File: config.mk
export PLATFORM = sky130hd
export DESIGN_NAME = mem_access_unit_flat
export DESIGN_NICKNAME = d
export VERILOG_FILES = /design/src/rtl/mem_access_unit_if.sv /design/src/rtl/mem_access_unit.sv /design/src/flat_wrapper.sv
export SDC_FILE = /design/constraint.sdc
export NUM_CORES = 1
export LEC_CHECK = 0
export CORE_MARGIN = 8
export CORE_UTILIZATION = 44
export CTS_CLUSTER_SIZE = 40
export DETAILED_ROUTE_END_ITERATION = 12
export PLACE_DENSITY = 0.9
export SLEW_MARGIN = 25
export SYNTH_ARGS = -nofsm -noshare
export SYNTH_HDL_FRONTEND = slang
export SYNTH_SLANG_ARGS = --single-unit
File: constraint.sdc
create_clock -name CLK -period 4.3 [get_ports CLK]
set_clock_uncertainty 0.05 [all_clocks]
set_input_delay 0.43 -clock CLK [delete_from_list [all_inputs] [get_ports CLK]]
set_output_delay 0.43 -clock CLK [all_outputs]
set_load 0.01 [all_outputs]
File: src/rtl/mem_access_unit_if.sv
// Pipeline-side and data-memory-side signals of the MEM-stage access unit.
// master = the access unit; slave = the pipeline/memory environment around it.
interface mem_access_unit_if;
  // pipeline (EX/MEM -> MEM/WB)
  logic [2:0]  MEM_READ;
  logic [1:0]  MEM_WRITE;
  logic [31:0] ADDRESS;
  logic [31:0] WRITE_DATA;
  logic [31:0] DATA_READED;
  logic        BUSY_WAIT;
  logic        MISALIGNED;
  logic        MEM_ERROR;
  // data memory
  logic [29:0] MEM_ADDR;
  logic [31:0] MEM_WDATA;
  logic [3:0]  MEM_BYTE_EN;
  logic        MEM_RD;
  logic        MEM_WR;
  logic [31:0] MEM_RDATA;
  logic        MEM_READY;

  modport master (
    input  MEM_READ, MEM_WRITE, ADDRESS, WRITE_DATA, MEM_RDATA, MEM_READY,
    output DATA_READED, BUSY_WAIT, MISALIGNED, MEM_ERROR,
           MEM_ADDR, MEM_WDATA, MEM_BYTE_EN, MEM_RD, MEM_WR
  );

  modport slave (
    output MEM_READ, MEM_WRITE, ADDRESS, WRITE_DATA, MEM_RDATA, MEM_READY,
    input  DATA_READED, BUSY_WAIT, MISALIGNED, MEM_ERROR,
           MEM_ADDR, MEM_WDATA, MEM_BYTE_EN, MEM_RD, MEM_WR
  );
endinterface

File: src/rtl/mem_access_unit.sv
// MEM-stage data-memory controller: word-aligned load/store with byte lanes and load extension.
// Latency: 1 IDLE + >=1 ACCESS + 1 DONE cycle; BUSY_WAIT stalls the pipeline until memory completes.
// Backpressure: holds strobes until MEM_READY (or TIMEOUT abort); inputs ignored outside IDLE.
module mem_access_unit #(
  parameter int TIMEOUT = 0
) (
  input  logic              CLK,
  input  logic              RESET,
  mem_access_unit_if.master bus
);

  typedef enum logic [1:0] {IDLE, ACCESS, DONE} state_t;

  localparam int CW = (TIMEOUT > 1) ? $clog2(TIMEOUT) : 1;

  state_t        state, state_nxt;
  logic [CW-1:0] tmr;
  logic          is_load;
  logic [2:0]    ld_type;
  logic [1:0]    a_lo;

  logic          rd_req, wr_req, req, mis, timed_out;
  logic [1:0]    a_eff;
  logic [31:0]   st_wdata;
  logic [3:0]    st_be;

  function automatic logic [31:0] extend(input logic [2:0] t, input logic [1:0] a,
                                         input logic [31:0] w);
    logic [7:0]  b;
    logic [15:0] h;
    b = w[{a, 3'b000} +: 8];
    h = a[1] ? w[31:16] : w[15:0];
    case (t)
      3'b001:  return {{24{b[7]}}, b};
      3'b010:  return {{16{h[15]}}, h};
      3'b100:  return {24'b0, b};
      3'b101:  return {16'b0, h};
      default: return w;
    endcase
  endfunction

  always_comb begin
    rd_req = (bus.MEM_READ != 3'b000) && (bus.MEM_READ <= 3'b101);
    // a simultaneous write is dropped when a read is requested
    wr_req = !rd_req && (bus.MEM_WRITE != 2'b00);
    req    = rd_req || wr_req;

    mis = 1'b0;
    if (rd_req) begin
      case (bus.MEM_READ)
        3'b010, 3'b101: mis = bus.ADDRESS[0];
        3'b011:         mis = |bus.ADDRESS[1:0];
        default:        mis = 1'b0;
      endcase
    end else if (wr_req) begin
      case (bus.MEM_WRITE)
        2'b10:   mis = bus.ADDRESS[0];
        2'b11:   mis = |bus.ADDRESS[1:0];
        default: mis = 1'b0;
      endcase
    end
    a_eff = mis ? 2'b00 : bus.ADDRESS[1:0];

    st_wdata = bus.WRITE_DATA;
    st_be    = 4'b1111;
    case (bus.MEM_WRITE)
      2'b01: begin
        st_wdata = {4{bus.WRITE_DATA[7:0]}};
        st_be    = 4'b0001 << a_eff;
      end
      2'b10: begin
        st_wdata = {2{bus.WRITE_DATA[15:0]}};
        st_be    = a_eff[1] ? 4'b1100 : 4'b0011;
      end
      default: ;
    endcase

    timed_out = (TIMEOUT != 0) && (tmr == CW'(TIMEOUT - 1)) && !bus.MEM_READY;

    state_nxt = state;
    case (state)
      IDLE:    if (req) state_nxt = ACCESS;
      ACCESS:  if (bus.MEM_READY || timed_out) state_nxt = DONE;
      DONE:    state_nxt = IDLE;
      default: state_nxt = IDLE;
    endcase
  end

  // gated by RESET so an in-flight stall releases the moment reset hits
  assign bus.BUSY_WAIT = !RESET && ((state == IDLE && req) || state == ACCESS);

  always_ff @(posedge CLK or posedge RESET) begin
    if (RESET) state <= IDLE;
    else       state <= state_nxt;
  end

  always_ff @(posedge CLK or posedge RESET) begin
    if (RESET) begin
      tmr             <= '0;
      is_load         <= 1'b0;
      ld_type         <= 3'b000;
      a_lo            <= 2'b00;
      bus.DATA_READED <= '0;
      bus.MISALIGNED  <= 1'b0;
      bus.MEM_ERROR   <= 1'b0;
      bus.MEM_ADDR    <= '0;
      bus.MEM_WDATA   <= '0;
      bus.MEM_BYTE_EN <= '0;
      bus.MEM_RD      <= 1'b0;
      bus.MEM_WR      <= 1'b0;
    end else begin
      bus.MISALIGNED <= 1'b0;
      bus.MEM_ERROR  <= 1'b0;
      case (state)
        IDLE: begin
          if (req) begin
            tmr             <= '0;
            is_load         <= rd_req;
            ld_type         <= rd_req ? bus.MEM_READ : 3'b000;
            a_lo            <= a_eff;
            bus.MEM_ADDR    <= bus.ADDRESS[31:2];
            bus.MEM_WDATA   <= rd_req ? 32'h0 : st_wdata;
            bus.MEM_BYTE_EN <= rd_req ? 4'b0000 : st_be;
            bus.MEM_RD      <= rd_req;
            bus.MEM_WR      <= !rd_req;
            bus.MISALIGNED  <= mis;
          end
        end
        ACCESS: begin
          if (bus.MEM_READY) begin
            if (is_load) bus.DATA_READED <= extend(ld_type, a_lo, bus.MEM_RDATA);
            bus.MEM_RD <= 1'b0;
            bus.MEM_WR <= 1'b0;
          end else if (timed_out) begin
            bus.MEM_RD    <= 1'b0;
            bus.MEM_WR    <= 1'b0;
            bus.MEM_ERROR <= 1'b1;
          end else begin
            tmr <= tmr + CW'(1);
          end
        end
        default: ;
      endcase
    end
  end

endmodule

File: src/flat_wrapper.sv
// flat-port wrapper written by rule: the top's interface ports become plain ports
module mem_access_unit_flat 
#(
  parameter int TIMEOUT = 0
)
  (CLK, RESET, bus_MEM_READ, bus_MEM_WRITE, bus_ADDRESS, bus_WRITE_DATA, bus_MEM_RDATA, bus_MEM_READY, bus_DATA_READED, bus_BUSY_WAIT, bus_MISALIGNED, bus_MEM_ERROR, bus_MEM_ADDR, bus_MEM_WDATA, bus_MEM_BYTE_EN, bus_MEM_RD, bus_MEM_WR);
  mem_access_unit_if bus_i ();
  input  logic CLK;
  input  logic RESET;
  input wire logic [$bits(bus_i.MEM_READ)-1:0] bus_MEM_READ;
  input wire logic [$bits(bus_i.MEM_WRITE)-1:0] bus_MEM_WRITE;
  input wire logic [$bits(bus_i.ADDRESS)-1:0] bus_ADDRESS;
  input wire logic [$bits(bus_i.WRITE_DATA)-1:0] bus_WRITE_DATA;
  input wire logic [$bits(bus_i.MEM_RDATA)-1:0] bus_MEM_RDATA;
  input wire logic [$bits(bus_i.MEM_READY)-1:0] bus_MEM_READY;
  output wire logic [$bits(bus_i.DATA_READED)-1:0] bus_DATA_READED;
  output wire logic [$bits(bus_i.BUSY_WAIT)-1:0] bus_BUSY_WAIT;
  output wire logic [$bits(bus_i.MISALIGNED)-1:0] bus_MISALIGNED;
  output wire logic [$bits(bus_i.MEM_ERROR)-1:0] bus_MEM_ERROR;
  output wire logic [$bits(bus_i.MEM_ADDR)-1:0] bus_MEM_ADDR;
  output wire logic [$bits(bus_i.MEM_WDATA)-1:0] bus_MEM_WDATA;
  output wire logic [$bits(bus_i.MEM_BYTE_EN)-1:0] bus_MEM_BYTE_EN;
  output wire logic [$bits(bus_i.MEM_RD)-1:0] bus_MEM_RD;
  output wire logic [$bits(bus_i.MEM_WR)-1:0] bus_MEM_WR;
  assign bus_i.MEM_READ = bus_MEM_READ;
  assign bus_i.MEM_WRITE = bus_MEM_WRITE;
  assign bus_i.ADDRESS = bus_ADDRESS;
  assign bus_i.WRITE_DATA = bus_WRITE_DATA;
  assign bus_i.MEM_RDATA = bus_MEM_RDATA;
  assign bus_i.MEM_READY = bus_MEM_READY;
  assign bus_DATA_READED = bus_i.DATA_READED;
  assign bus_BUSY_WAIT = bus_i.BUSY_WAIT;
  assign bus_MISALIGNED = bus_i.MISALIGNED;
  assign bus_MEM_ERROR = bus_i.MEM_ERROR;
  assign bus_MEM_ADDR = bus_i.MEM_ADDR;
  assign bus_MEM_WDATA = bus_i.MEM_WDATA;
  assign bus_MEM_BYTE_EN = bus_i.MEM_BYTE_EN;
  assign bus_MEM_RD = bus_i.MEM_RD;
  assign bus_MEM_WR = bus_i.MEM_WR;
  mem_access_unit #(.TIMEOUT(TIMEOUT)) u_core (.CLK(CLK), .RESET(RESET), .bus(bus_i));
endmodule
# Word-level counts from Yosys, hierarchy flattened
# Index checks and enable logic that the tools add are counted.
# totals
output_inout_bits	103
reg_bits	109
inputBits	104
wordCells	68
# op_classes
mux	23
n_eq_ne	13
shifts	2
reduce_logical	18
magnitude_cmp	1
# ops
op	n
32-bit one-hot mux with 4 select lines	1
32-bit one-hot mux with 2 select lines	1
32-bit two-way mux	1
32-bit by 6-bit variable part select with 8-bit output	1
16-bit two-way mux	1
3-bit by 2-bit == test with 1-bit output, second input constant	3
3-bit == test, second input constant	3
4-bit two-way mux	2
1-bit one-hot mux with 2 select lines	4
4-bit one-hot mux with 2 select lines	1
1-bit two-way mux	7
2-bit two-way mux	3
3-bit AND reduction	2
2-bit by 1-bit == test with 1-bit output, second input constant	2
2-bit == test, second input constant	2
1-bit logical AND	4
2-bit one-hot mux with 2 select lines	1
2-bit AND reduction	2
2-bit nonzero test	2
2-bit OR reduction	2
1-bit by 2-bit << shifter with 4-bit output, first input constant	1
3-bit by 1-bit == test with 1-bit output, second input constant	1
3-bit <= comparator, second input constant	1
3-bit two-way mux	1
other kinds (6)	8

# Depth between registers and ports, before layout
# Gate-level depths: netlist of the first run.
# logic_depth
ltp_word	10
depth_mapped	9
ltp_nobuf	7

# Worst setup path after synthesis of the first run
# OpenSTA, ideal clock, no wires.
# synth_path
path_kind	input to register
startpoint	input bus_MEM_READ[2]
endpoint	register u_core.bus.MEM_ADDR[10] (netlist bit)
path_buffers	3
setup_slack_ps	2330
t_arrival_ps	1795
cell_stages	7
required_ps	4125
setup_time_ps	125
path_cell_list	buf_2 or3_1 nand2_1 a211o_1 buf_2 buf_4 mux2_2
# synth_between
elab_chain_cells	6
word_cells_on_any_way	7
classes_between	1 x order compare; 6 x reduce/logical
# synth_lines
item	line_no	rtl
start, declared	flat_wrapper.sv:10	input wire logic [$bits(bus_i.MEM_READ)-1:0] bus_MEM_READ;
3-bit <= comparator or 3-bit nonzero test (tied branches)	mem_access_unit.sv:43	rd_req = (bus.MEM_READ != 3'b000) && (bus.MEM_READ <= 3'b101);
1-bit logical AND *	mem_access_unit.sv:43	
1-bit logical NOT	mem_access_unit.sv:45	wr_req = !rd_req && (bus.MEM_WRITE != 2'b00);
1-bit logical AND	mem_access_unit.sv:45	
1-bit logical OR *	mem_access_unit.sv:46	req = rd_req || wr_req;
2-bit AND reduction (no source line) *	-	
end signal, assigned	mem_access_unit.sv:121	bus.MEM_ADDR <= bus.ADDRESS[31:2];
end, declared	mem_access_unit_if.sv:25	MEM_ADDR, MEM_WDATA, MEM_BYTE_EN, MEM_RD, MEM_WR
# Mark *: on every way between the ends. The rest lies on a longest branch, timed or not.
# A chain may end at the register's enable or synchronous reset.

# Worst setup path after layout of the first run
# layout_path
startpoint	input bus_MEM_READ[2]
endpoint	output bus_BUSY_WAIT
# layout_between
elab_chain_cells	8
word_cells_on_any_way	9
classes_between	1 x order compare; 8 x reduce/logical
# layout_lines
item	line_no	rtl
3-bit <= comparator or 3-bit nonzero test (tied branches)	mem_access_unit.sv:43	
1-bit logical AND *	mem_access_unit.sv:43	
1-bit logical NOT	mem_access_unit.sv:45	
1-bit logical AND	mem_access_unit.sv:45	
1-bit logical OR *	mem_access_unit.sv:46	
1-bit logical AND *	mem_access_unit.sv:90	assign bus.BUSY_WAIT = !RESET && ((state == IDLE && req) || state == ACCESS);
1-bit logical OR *	mem_access_unit.sv:90	
1-bit logical AND *	mem_access_unit.sv:90	
end, declared	flat_wrapper.sv:17	output wire logic [$bits(bus_i.BUSY_WAIT)-1:0] bus_BUSY_WAIT;
# Marks and branches as above.

==> results of run 1 <==
power by group through the flow:
stage	clock network [mW]	registers, mW	logic, mW
global placement	0	1.66	1.90
floorplan	0	1.75	0.861
CTS	0.813	1.67	1.97
global route	0.860	1.72	2.10
finish	0.799	1.67	1.95
detailed placement	0	1.68	1.96
kinds of logic after synthesis:
group | Yosys count | synth area share, %
AOI/OAI and AO/OA | 151 | 20.30
and+or+nand+nor | 173 | 14.29
buffers and inverters | 62 | 5.544
adders and majority gates | 4 | 0.9357
xor gates and xnor gates | 2 | 0.3275
muxes | 34 | 7.532
DFF | 109 | 50.99
other | 1 | 0.07011
metal layers:
layer | wire (um) | global-route usage (%) | vias up
met4 | 314 | 6.865 | 0
met5 | 0 | 0 | -
met2 | 8051 | 33.32 | 241
met1 | 6660 | 24.97 | 2398
li1 | - | - | 2302
met3 | 1305 | 5.401 | 22
cell type report:
cell class,count,area [um^2]
fill,913,4254
sequential,109,2728
multi-input combinational,365,2328
timing repair buffer,208,2087
clock buffer,11,242.7
tap,147,183.9
inverter,24,95.09
clock inverter,5,42.54
final timing paths:
check	start	endpoint	slack [ps]	depth (start not counted)
worst max register to register	u_core.a_lo[1]	u_core.bus.DATA_READED[10]	1750	5
worst min-delay path	u_core.bus.MEM_WDATA[16]	u_core.bus.MEM_WDATA[16]	430	2
min in group asynchronous	RESET	u_core.bus.MEM_WDATA[18]	580	2
max in group asynchronous	RESET	u_core.bus.MEM_ADDR[2]	2740	3
worst max-delay path	bus_MEM_READ[2]	bus_BUSY_WAIT	1390	5
worst min register to register	u_core.bus.MEM_WDATA[16]	u_core.bus.MEM_WDATA[16]	430	2
synthesized netlist by cell type (all sizes together) (2+ instances only):
cell type	instances
a2111oi	7
a211oi	9
a21oi	15
a221o	25
a221oi	9
a22oi	9
a31oi	8
and2	3
buf	24
clkbuf	14
dfrtp	109
ha	4
inv	24
mux2	30
mux2i	2
mux4	2
nand2	93
nand2b	3
nand3	3
nand3b	3
nand4	3
nor2	40
nor2b	13
nor3	4
o2111ai	2
o21ai	47
o221ai	7
o31ai	2
or2	2
or3	3
xnor2	2
flip-flops by register name, summed over array words and instances, names as in the netlist:
name / count
u_core.ld_type: 3
u_core.bus.DATA_READED: 32
u_core.bus.MISALIGNED: 1
u_core.state: 2
u_core.bus.MEM_WDATA: 32
u_core.a_lo: 2
u_core.bus.MEM_WR: 1
u_core.is_load: 1
u_core.bus.MEM_ADDR: 30
u_core.bus.MEM_BYTE_EN: 4
u_core.bus.MEM_RD: 1
stage by stage:
step | instances | util, % | area (um^2)
floorplan | 536 | - | 5349
global placement | 853 | 62.01 | 7417
detailed placement | 853 | 62.01 | 7417
CTS | 869 | 64.39 | 7702
global route | 869 | 64.44 | 7707
finish | 869 | 64.44 | 7707
critical path, stage by stage:
cell and delay [ps]:
clkdlybuf4s50_1 630, or3_1 170, nand2_1 250, a211oi_1 340, clkdlybuf4s50_1 590
==> metrics.cfg, run 1 <==
[sta]
final_critical_delay_including_setup_and_external_delays_ps = 2910
hold_ws_ps = 432.0
rsz_0062_raised_after_global_routing = false
clock.fmax_ghz = 0.3436
pnr_worst_setup_slack_ps = 1390
timing.slew.headroom_pct = 36.90
setup_viol = 0
timing.final.max_slew_violations = 0
final_worst_path_cycle_share_pct = 67.68
setup-tns-final_ps = 0
max_slew.worst_pin.slew_ps = 941.3
hold_violations = 0

[power]
power_leakage_nw = 3.197
power_report.internal_total_mw = 2.887
share_clk_of_total_power_pct = 18.1
pwr-share-comb_pct = 44.1
p_seq_share_pct = 37.8
ir_worst_vdd_mv = 0.2420
netSwitchingFraction_pct = 34.69
pwr_density_cell_nw_per_um2 = 573.4
report.power.total_mw = 4.420
p_switching_mw = 1.533

[layout]
area.growth.synth_to_final_pct = 44.09
insertedDiodeCount = 0
finalNetCount = 825
layout_common_cells = clkdlybuf4s50_1, dfrtp_1, nand2_1, nor2_1, o21ai_0
layout_cell_share_with_drive_strength_beyond_1_pct = 8.726
layout_commonest_cell = clkdlybuf4s50_1

[drt]
drt.antenna.violating_nets = 0
avgViaCountPerCell = 5.711
first_pass_iters = 5
routed_wl_um = 16330
via_count = 4963
detail_route.drc_violations = 0
routedWlPerCell_um = 18.79
drtIter0Drc = 496

[synth]
yosys.cell_types.count = 59
synth-seq-cells = 109
synth-seq-area-share_pct = 50.99
mappedNetlistNets = 644
synth-main-ff-cell = dfrtp_1
syn_avg_cell_area_um2 = 9.979
yosysTopAreaCellShare_pct = 50.99
synth.area.top_cells = dfrtp_1, nand2_1, mux2_2
syn-cell-area_um2 = 5349
synth_enable_flop_cells = 0
ys_async_sr_fraction_pct = 100.0
synth.largest_area_cell = dfrtp_1
yosysWarningCount = 0
postSynthCellCount = 536

[status]
run_status = complete, no violations

[setup_path]
critPathArrivalTime_ps = 2430
critPathCaptureType = primary output
crit_path_max_fanout = 14
data_required_time_at_the_worst_endpoint_ps = 3820
critPathKind = input pin to primary output
critPathLaunchType = input pin

[placed_design]
dp_worst_setup_slack_ps = 1202
numPortBuffers = 205
hpwl_um = 12340
final_weighted_congestion_in_routability_driven_placement = 0.9177

[floorplanning]
design.die.area_um2 = 15940
chipWidth_um = 126.3
start_util_pct = 44.72
ios = 207
fp.dieH_um = 126.3
rows = 40
coreArea_um2 = 11960

[clock_network]
post_cts.repair.setup_buffers = 0
ctsHtreeMaxLevel = 3
numCtsBuffers = 9
resized_gates_after_cts = 0
cts_sinks = 109
clk_transition_reported_paths_ps = 80
cts_root_buffer = clkbuf_16
clk_latency_ps = 340
clockBufferDepth = 2
post_cts_hold_buffers = 0
tritoncts_clock_tree = built

[global_route]
grt_remaining_overflow = 0
first_global_vias = 4986
total_global_route_track_usage_pct = 20.16
antenna_violations_before_repair = 0
grt_first_pass_wirelength_um = 26210
grt_start_max_net_pins = 81

[flow_run]
drv_cap = 0

[hold_path]
min_path_type = flip-flop to flip-flop

(Power assumes the default switching activity.)
==> inputs of run 2 (changes only) <==
==> constraint.sdc (replaced) <==
create_clock -name CLK -period 2.7 [get_ports CLK]
set_clock_uncertainty 0.05 [all_clocks]
set_input_delay 0.27 -clock CLK [delete_from_list [all_inputs] [get_ports CLK]]
set_output_delay 0.27 -clock CLK [all_outputs]
set_load 0.01 [all_outputs]
==> metrics.cfg, run 2 (synthesis results as in run 1) <==
[status]
run_status = complete, no violations  ; unchanged

[clock_network]
cts_root_buffer = clkbuf_16  ; unchanged
post_cts_hold_buffers = 0  ; unchanged
ctsHtreeMaxLevel = 3  ; unchanged
clk_latency_ps = 340  ; about the same
cts_sinks = 109  ; unchanged
numCtsBuffers = 9  ; unchanged
resized_gates_after_cts = 0  ; unchanged
tritoncts_clock_tree = built  ; unchanged
clk_transition_reported_paths_ps = 70  ; was 80 ps
post_cts.repair.setup_buffers = 0  ; unchanged
clockBufferDepth = 2  ; unchanged

[power]
pwr_density_cell_nw_per_um2 = 910.4  ; was 573.4 nW/um^2
ir_worst_vdd_mv = 0.3702  ; was 0.2420 mV
report.power.total_mw = 7.131  ; was 4.420 mW
power_leakage_nw = 3.268  ; was 3.197 nW

[layout]
finalNonFillerCells = 882  ; was 869
layout_cell_share_with_drive_strength_beyond_1_pct = 10.07  ; was 8.726%
layout_common_cells = clkdlybuf4s50_1, dfrtp_1, nand2_1, nor2_1, o21ai_0  ; unchanged
layout_commonest_cell = clkdlybuf4s50_1  ; unchanged
fillCellCount = 958  ; was 913
biggestRegsByFlops = u_core.bus.DATA_READED x32, u_core.bus.MEM_WDATA x32, u_core.bus.MEM_ADDR x30  ; unchanged
postLayoutCoreUtil_pct = 65.48  ; was 64.44%
finalNetCount = 838  ; was 825
insertedDiodeCount = 0  ; unchanged
area.growth.synth_to_final_pct = 46.43  ; was 44.09%

[sta]
timing.final.max_slew_violations = 0  ; unchanged
hold_ws_ps = 152.0  ; was 432.0 ps
timing.slew.headroom_pct = 36.01  ; was 36.90%
setup-tns-final_ps = 0  ; unchanged
final_critical_delay_including_setup_and_external_delays_ps = 2494
max_slew.worst_pin.slew_ps = 954.7  ; was 941.3 ps
hold_violations = 0  ; unchanged
clock.fmax_ghz = 0.4010
rsz_0062_raised_after_global_routing = false  ; unchanged
setup_viol = 0  ; unchanged
final_worst_path_cycle_share_pct = 92.37

[setup_path]
crit_path_max_fanout = 8  ; was 14
data_required_time_at_the_worst_endpoint_ps = 2380  ; was 3820 ps
critPathCaptureType = primary output  ; unchanged
critPathArrivalTime_ps = 2170  ; was 2430 ps
critPathLaunchType = input pin  ; unchanged
critPathKind = input pin to primary output  ; unchanged
worst-r2r-setup-slack_ps = 520  ; was 1750 ps

[placed_design]
numPortBuffers = 205  ; unchanged
hpwl_um = 12760  ; was 12340 um
post-place-cells = 866  ; was 853
final_weighted_congestion_in_routability_driven_placement = 0.8903  ; was 0.9177

[global_route]
grt_start_max_net_pins = 106  ; was 81
total_global_route_track_usage_pct = 20.95  ; was 20.16%
first_global_vias = 5254  ; was 4986
antenna_violations_before_repair = 0  ; unchanged
grt_remaining_overflow = 0  ; unchanged
grt_first_pass_wirelength_um = 27160  ; was 26210 um

[drt]
first_pass_iters = 5  ; unchanged
routed_wl_um = 16770  ; was 16330 um
detail_route.drc_violations = 0  ; unchanged
routedWlPerCell_um = 19.01  ; was 18.79 um
drtIter0Drc = 509  ; was 496
avgViaCountPerCell = 5.713  ; was 5.711
via_count = 5039  ; was 4963
drt.antenna.violating_nets = 0  ; unchanged

[floorplanning]
coreArea_um2 = 11960  ; unchanged
start_util_pct = 44.72  ; unchanged
chipWidth_um = 126.3  ; unchanged
fp.dieH_um = 126.3  ; unchanged
design.die.area_um2 = 15940  ; unchanged
ios = 207  ; unchanged
rows = 40  ; unchanged

[hold_path]
min_path_type = input pin to async pin  ; was flip-flop to flip-flop

[flow_run]
drv_cap = 0  ; unchanged

-- run 2: cell types whose count changed in the layout (fill, tap and decap cells not counted), sizes merged --
cell,previous run,this run
clkinvlp,0,1
buf,3,16
inv,26,24
clkbuf,11,13
clkinv,3,2
-- run 2: path summary, 6_finish.rpt --
| check | depth (start not counted) | end | startpoint |
|---|---|---|---|
| max | 6 | bus_BUSY_WAIT | bus_MEM_WRITE[0] |
| min | 2 | u_core.bus.MEM_ADDR[29] | RESET |
| max reg2reg | 5 | u_core.bus.DATA_READED[25] | u_core.a_lo[1] |
| min reg2reg | 2 | u_core.bus.MEM_WDATA[12] | u_core.bus.MEM_WDATA[12] |
| max in group asynchronous | 3 | u_core.bus.MEM_ADDR[17] | RESET |
| min in group CLK | 2 | u_core.bus.MEM_WDATA[12] | u_core.bus.MEM_WDATA[12] |
-- run 2: cell type report --
type	instances	area (um^2)	share of cell area, %
flip-flops and latches	109	2728	34.82
clock inverters	3	18.77	0.2396
inverters	24	93.84	1.198
clock buffers	13	260.3	3.323
multi-input cells	365	2326	29.70
repair buffers	221	2222	28.37
well taps	147	183.9	2.348
-- run 2: worst max-delay path: stages --
cell	delay (ps)
clkdlybuf4s50_1	510
inv_1	80
ha_1	280
nor2b_1	180
a211oi_1	270
clkdlybuf4s50_1	580
-- run 2: through the flow --
stage / instance area, um^2 / worst slack [ps]
final: 7833 / 206.0
after CTS: 7833 / 215.5
after detailed placement: 7553 / 195.9
after global routing: 7833 / 109.8
after floorplan: 5353 / 889.9
after global placement: 7553 / 274.8
-- run 2: power breakdown --
group	total (mW)	internal [mW]	switching, mW
Clock	1.25	0.678	0.574
Sequential	2.62	2.22	0.401
Combinational	3.26	1.80	1.46
Total	7.13	4.69	2.44
-- run 2: per-layer routing --
metal	share of wire (%)	GRT usage (%)	up-vias	routed length, um
met1	40	25.19	2402	6643
met2	49	34.71	269	8144
met4	3.0	9.059	0	497
met3	8.8	5.570	42	1480
met5	0	0	-	0
li1	-	-	2326	-
